[src/rtl/sisc_fetch.sv]
// SISC instruction-fetch / program-counter unit: owns PC and IR, runs the
// req/ack handshake to instruction memory and resolves branch conditions.
module sisc_fetch #(
  parameter int unsigned   AW       = 16,
  parameter int unsigned   DW       = 32,
  parameter logic [AW-1:0] RESET_PC = '0
) (
  input  logic          clk,
  input  logic          rst,
  input  logic          pc_rst,
  input  logic          ir_load,
  input  logic          pc_write,
  input  logic          pc_sel,
  input  logic          br_sel,
  input  logic [3:0]    stat,
  input  logic          imem_ack,
  input  logic [DW-1:0] imem_rdata,
  output logic          imem_req,
  output logic [AW-1:0] imem_addr,
  output logic [AW-1:0] pc,
  output logic [DW-1:0] ir,
  output logic          fetch_busy,
  output logic          ir_valid,
  output logic          br_taken,
  output logic          err
);

  localparam int unsigned OPW = 4;

  typedef enum logic {
    S_IDLE = 1'b0,
    S_WAIT = 1'b1
  } state_t;

  state_t        r_state;
  logic [AW-1:0] r_pc;
  logic [AW-1:0] r_addr;
  logic [DW-1:0] r_ir;
  logic          r_req;
  logic          r_ir_valid;
  logic          r_br_taken;
  logic          r_err;

  logic [OPW-1:0] w_opcode;
  logic [OPW-1:0] w_mm;
  logic [AW-1:0]  w_imm;
  logic [AW-1:0]  w_target;
  logic [AW-1:0]  w_pc_inc;
  logic           w_hit;
  logic           w_taken;

  assign w_opcode = r_ir[DW-1 -: OPW];
  assign w_mm     = r_ir[DW-OPW-1 -: OPW];
  assign w_imm    = r_ir[AW-1:0];
  assign w_target = br_sel ? w_imm : AW'(r_pc + w_imm);
  assign w_pc_inc = AW'(r_pc + AW'(1));
  assign w_hit    = |(w_mm & stat);

  // BRA/BRR take on any selected flag, BNE/BNR on none; everything else jumps
  always_comb begin
    w_taken = 1'b1;
    case (w_opcode)
      OPW'(4), OPW'(5): w_taken = w_hit;
      OPW'(6), OPW'(7): w_taken = ~w_hit;
      default:          w_taken = 1'b1;
    endcase
  end

  always_ff @(posedge clk) begin
    if (rst) begin
      r_state    <= S_IDLE;
      r_pc       <= RESET_PC;
      r_addr     <= '0;
      r_ir       <= '0;
      r_req      <= 1'b0;
      r_ir_valid <= 1'b0;
      r_br_taken <= 1'b0;
      r_err      <= 1'b0;
    end else begin
      r_ir_valid <= 1'b0;
      r_br_taken <= 1'b0;
      if (pc_rst) begin
        // abort: any ack in this cycle is dropped and IR is left alone
        r_state <= S_IDLE;
        r_req   <= 1'b0;
        r_pc    <= RESET_PC;
      end else begin
        case (r_state)
          S_IDLE: begin
            if (ir_load) begin
              r_addr  <= r_pc;
              r_req   <= 1'b1;
              r_state <= S_WAIT;
            end
          end
          S_WAIT: begin
            if (ir_load) begin
              r_err <= 1'b1;
            end
            if (imem_ack) begin
              r_ir       <= imem_rdata;
              r_ir_valid <= 1'b1;
              r_req      <= 1'b0;
              r_state    <= S_IDLE;
            end
          end
          default: begin
            r_state <= S_IDLE;
            r_req   <= 1'b0;
          end
        endcase

        // PC runs independently of the fetch; the fetch address is already latched
        if (pc_write) begin
          if (!pc_sel) begin
            r_pc <= w_pc_inc;
          end else if (w_taken) begin
            r_pc       <= w_target;
            r_br_taken <= 1'b1;
          end
        end
      end
    end
  end

  assign imem_req   = r_req;
  assign imem_addr  = r_addr;
  assign pc         = r_pc;
  assign ir         = r_ir;
  assign fetch_busy = r_req;
  assign ir_valid   = r_ir_valid;
  assign br_taken   = r_br_taken;
  assign err        = r_err;

endmodule

[config.mk]
export PLATFORM = sky130hd
export DESIGN_NAME = sisc_fetch
export DESIGN_NICKNAME = d
export VERILOG_FILES = /design/src/rtl/sisc_fetch.sv
export SDC_FILE = /design/constraint.sdc
export NUM_CORES = 1
export LEC_CHECK = 0
export ABC_CLOCK_PERIOD_IN_PS = 6500
export CAP_MARGIN = 20
export CORE_MARGIN = 8
export CORE_UTILIZATION = 45
export CTS_BUF_LIST = sky130_fd_sc_hd__clkbuf_8
export CTS_CLUSTER_SIZE = 40
export DETAILED_ROUTE_END_ITERATION = 12
export PLACE_DENSITY = 0.77
export SLEW_MARGIN = 10
export SYNTH_ARGS = -nofsm -noshare
export SYNTH_HDL_FRONTEND = slang
export SYNTH_SLANG_ARGS = --single-unit
[constraint.sdc]
create_clock -name clk -period 6.5 [get_ports clk]
set_input_delay 1.3 -clock clk [delete_from_list [all_inputs] [get_ports clk]]
set_output_delay 1.3 -clock clk [all_outputs]
set_load 0.01 [all_outputs]
After elaboration in Yosys (flattened, before gate mapping) --
Cells that the tools add are included.
Word-level totals: register bits 69, word-level logic and storage cells 46, output and inout bits 69
Operators by class: add/subtract/negate cells 2, equality and inequality tests 7, bitwise gates (word level) 6, reductions and logical operators 11, mux-type cells 12
Operators by type and width (count):
- 16-bit 2-to-1 mux | 3
- 16-bit by 1-bit adder with 16-bit output (second input constant) | 1
- 16-bit adder | 1
- 4-bit by 3-bit == test with 1-bit output (second input constant) | 4
- 3-bit AND reduction | 3
- 4-bit OR reduction | 2
- 1-bit 2-to-1 mux | 6
- 1-bit case mux with 2 select lines | 3
- 2-bit OR reduction | 3
- 1-bit NOT | 5
- 4-bit bitwise AND | 1
- 2-bit != test (second input constant) | 2
- 2-bit AND reduction | 2
- 3-bit OR reduction | 1
- 2-bit by 1-bit != test with 1-bit output (second input constant) | 1

Longest topological paths before layout --
word-level depth 6, gate-level depth with buffers 8

Least setup slack after synthesis --
OpenSTA, ideal clock, no wires.
path type in2reg, start input port pc_sel, end register r_pc[6] (netlist: pc[6]), library setup time 0.130 ns, setup slack 3.899 ns, buffers on the path 2, stages 8, arrival time 2.471 ns, cells stage by stage buf_2 > nor4bb_1 > nand3_1 > o311ai_2 > buf_2 > nor2_1 > o21ai_0 > a21oi_1
On the way: word-level cells in the longest chain between the ends 2, elaborated cells on any way between the ends 3, classes of those cells eq/ne (1); mux (1); reduce/logical (1)
Ends and longest elaborated chain:
- start, declared | RTL line 13 | input logic pc_sel,
- 2-bit by 1-bit != test with 1-bit output (no source line)
- 2-bit AND reduction (no source line)
- end signal, assigned | RTL line 116 | r_pc <= w_pc_inc;
- end signal, assigned | RTL line 118 | r_pc <= w_target;
- end, declared | RTL line 36 | logic [AW-1:0] r_pc;
Several ways; a longest one is shown, not always the timed one. A chain may end at the register's enable or synchronous reset.

Worst setup path after layout --
start input port pc_sel, end register r_pc[13] (netlist: pc[13])
Same word-level chain as after synthesis.

==> flow_summary.json <==
{
  "clockPowerShare": 0.408,
  "syn_to_final_growth_pct": 35.4,
  "gp_congestion": 0.992,
  "max_slew_margin": 0.263,
  "regArea_um2": 1380,
  "die_h_um": 108,
  "sequentialPowerShare": 0.483,
  "critical_path_peak_fanout": 37,
  "async_reset_ff_frac": 0,
  "grt_pass1_wl_um": 19700,
  "cpLargestDelayFamily": "compound AO/OA/AOI/OAI gates",
  "ys_seq_area_frac": 0.362,
  "numPortBuffers": 112,
  "wirelength_um": 12300,
  "ctsLongestPathBuffers": 2,
  "comb_power_share": 0.110,
  "drt_iter0_drc": 252,
  "coreArea_um2": 8220,
  "final_max_slew_viol_count": 0,
  "n_antenna_cell": 0,
  "drc": 0,
  "critPathCaptureType": "flop",
  "clk_pin_slew_ns": 0.08,
  "vias": 4129,
  "synth_top_area_frac": 0.362,
  "synth_area_um2": 3810,
  "cts_hold_buf": 0,
  "grt.total_usage": 0.207,
  "die_area_um2": 11700,
  "leakage_nw": 1.87,
  "holdWs_ns": 0.456,
  "grt_max_degree": 53,
  "synth_area_leaders": "dfxtp_1 36%, nand2_1 12%, a21oi_1 9.4%",
  "critPathBufInv": 2,
  "nNetsFinal": 657,
  "fin_tns_setup_ns": 0,
  "drive_gt1_frac": 0.0516,
  "cts.sink_count": 69,
  "cts.repair.resized": 0,
  "gr-total-overflow": 0,
  "rows": 33,
  "hold_path_class": "flop to flop",
  "tightest_slew_ns": 1.10,
  "antenna_found_initial": 0,
  "dieWidth_um": 108,
  "setup_viol": 0,
  "slowest_stage": "o311ai_2",
  "yosysUniqueCellTypes": 53,
  "slowest_delay_ns": 0.91,
  "finalHoldViolations": 0,
  "clock-skew-final_ns": 0.0101,
  "yosys.area.top_type": "dfxtp_1",
  "cp-start-kind": "primary input",
  "fmax_ghz": 0.293,
  "multiInputGateArea_um2": 2280,
  "crit_type": "primary input to flop",
  "syn_nets": 565,
  "synth_edf_count": 0,
  "fillers": 736,
  "reg2reg_slack_ns": 3.94,
  "ioPinCount": 113,
  "status": "finished, final reports clean",
  "swShare": 0.263,
  "postCtsSetupBuffers": 0,
  "cts-root-buf": "clkbuf_8",
  "clk-insertion-delay-late_ns": 0.35,
  "p_switching_uw": 238,
  "fin_util": 0.628,
  "syn-mean-instance-area_um2": 7.57,
  "min_period_ns": 3.42,
  "wl_per_cell_um": 17.4,
  "critical_path_required_ns": 6.76,
  "viasPerCell": 5.85,
  "dp_hpwl_um": 9030,
  "rsz0062_at_grt": "no",
  "ys.flop_type": "dfxtp_1",
  "final_antenna_net_count": 0,
  "worstPathArrival_ns": 3.68,
  "start_util": 0.464,
  "drt_first_pass_iters": 5,
  "p_int_uw": 667,
  "cts_tree": "done",
  "grt_pass1_vias": 4024,
  "drv_cap": 0,
  "power_density_nw_per_um2": 175,
  "timing.final.crit_share": 0.526,
  "cts_buffers": 9,
  "path_cells": "clkdlybuf4s50_1 -> buf_4 -> nand2_1 -> o311ai_2 -> or3_1 -> o221ai_1 -> a211oi_1",
  "htree_levels": 3,
  "syn_inst": 504,
  "synth-warning-count": 0,
  "ys_ff_latch": 69,
  "peakVddDrop_uv": 150
}
per-stage QoR:
step	instance area (um^2)	setup slack, ns	total power, mW	std cells
finish	5160	3.08	0.905	706
global route	5160	3.01	0.937	706
CTS	5160	3.15	0.907	706
detailed placement	4950	2.81	0.545	690
global placement	4950	2.89	0.542	690
floorplan	3810	3.90	0.493	504
synthesized netlist by cell type (2+ instances only):
cell and number:
ha_1 16, a32o_1 4, and3_1 4, xor2_1 8, o221a_1 2, buf_2 3, a31oi_1 12, nor2b_1 4
nor4bb_1 2, and4_1 5, xnor2_1 4, o22ai_1 2, a21o_1 10, buf_1 3, and2_1 3, a22oi_1 2
dfxtp_1 69, o31ai_1 3, a31o_2 2, a211oi_1 2, nor2_1 30, a21oi_1 72, o21ai_1 3, nand4_1 11
nand3_1 12, nand2b_1 6, nand2_1 118, mux2i_1 4, inv_1 5, o21ai_0 21, clkbuf_1 28, o211ai_1 4
nor3_1 7, o221ai_1 2, nand3b_1 3
worst register-to-register path: cells and delay by family (launching register included):
kind / cells / cell delay, ns
AOI/OAI and AO/OA: 4 / 1.09
adders and majority gates: 2 / 0.68
DFF: 1 / 0.41
and+or+nand+nor: 2 / 0.26
placed cells by master, fill, tap and decap left out, types with 5 or more instances in the layout:
cell type / Yosys / final
nand2_1: 118 / 118
and4_1: 5 / 5
xor2_1: 8 / 8
clkdlybuf4s50_1: 0 / 111
nand4_1: 11 / 11
nand3_1: 12 / 12
nor2_1: 30 / 29
o21ai_0: 21 / 21
clkbuf_8: 0 / 10
a21oi_1: 72 / 72
a21o_1: 10 / 10
dfxtp_1: 69 / 69
ha_1: 16 / 16
inv_1: 5 / 5
a31oi_1: 12 / 12
nand2b_1: 6 / 6
nor3_1: 7 / 7
registers in the layout, indices dropped and copies added (netlist names):
register / count
br_taken: 1
err: 1
fetch_busy: 1
imem_addr: 16
ir: 32
ir_valid: 1
pc: 16
r_state: 1
path summary, 6_finish.rpt:
check | from | cells past startpoint | endpoint
max | pc_sel | 7 | pc[13]
min | imem_addr[9] | 2 | imem_addr[9]
max reg2reg | pc[0] | 8 | pc[14]
min reg2reg | imem_addr[9] | 2 | imem_addr[9]
power groups by stage:
stage / Sequential [mW] / Clock, mW / Combinational [mW]
2_1_floorplan: 0.447 / 0 / 0.0462
3_3_place_gp: 0.446 / 0 / 0.0962
3_5_place_dp: 0.446 / 0 / 0.0982
4_1_cts: 0.436 / 0.372 / 0.0988
5_1_grt: 0.438 / 0.391 / 0.108
6_report: 0.437 / 0.369 / 0.0993
logic make-up (layout without fill, tap and decap cells):
group           Yosys count  count (layout)  synth area share
buf+inv                  40             137            0.0413
mux                       5               5            0.0135
simple gates            209             209             0.246
flops                    69              69             0.362
compound gates          152             152             0.252
fa+ha+maj                17              17            0.0577
xor+xnor                 12              12            0.0276
area by class of cell:
class | count | share of cell area
multi-input combinational | 395 | 0.441
sequential | 69 | 0.268
timing repair buffer | 116 | 0.222
clock buffer | 10 | 0.0267
tap | 105 | 0.0254
clock inverter | 6 | 0.0136
inverter | 5 | 0.00364
layer usage:
metal,routed length (um),up-vias,track usage
li1,-,1975,-
met1,4890,1940,0.238
met2,5820,188,0.342
met3,1300,26,0.0744
met4,267,0,0.0842
met5,0,-,0
(Power assumes the default switching activity.)
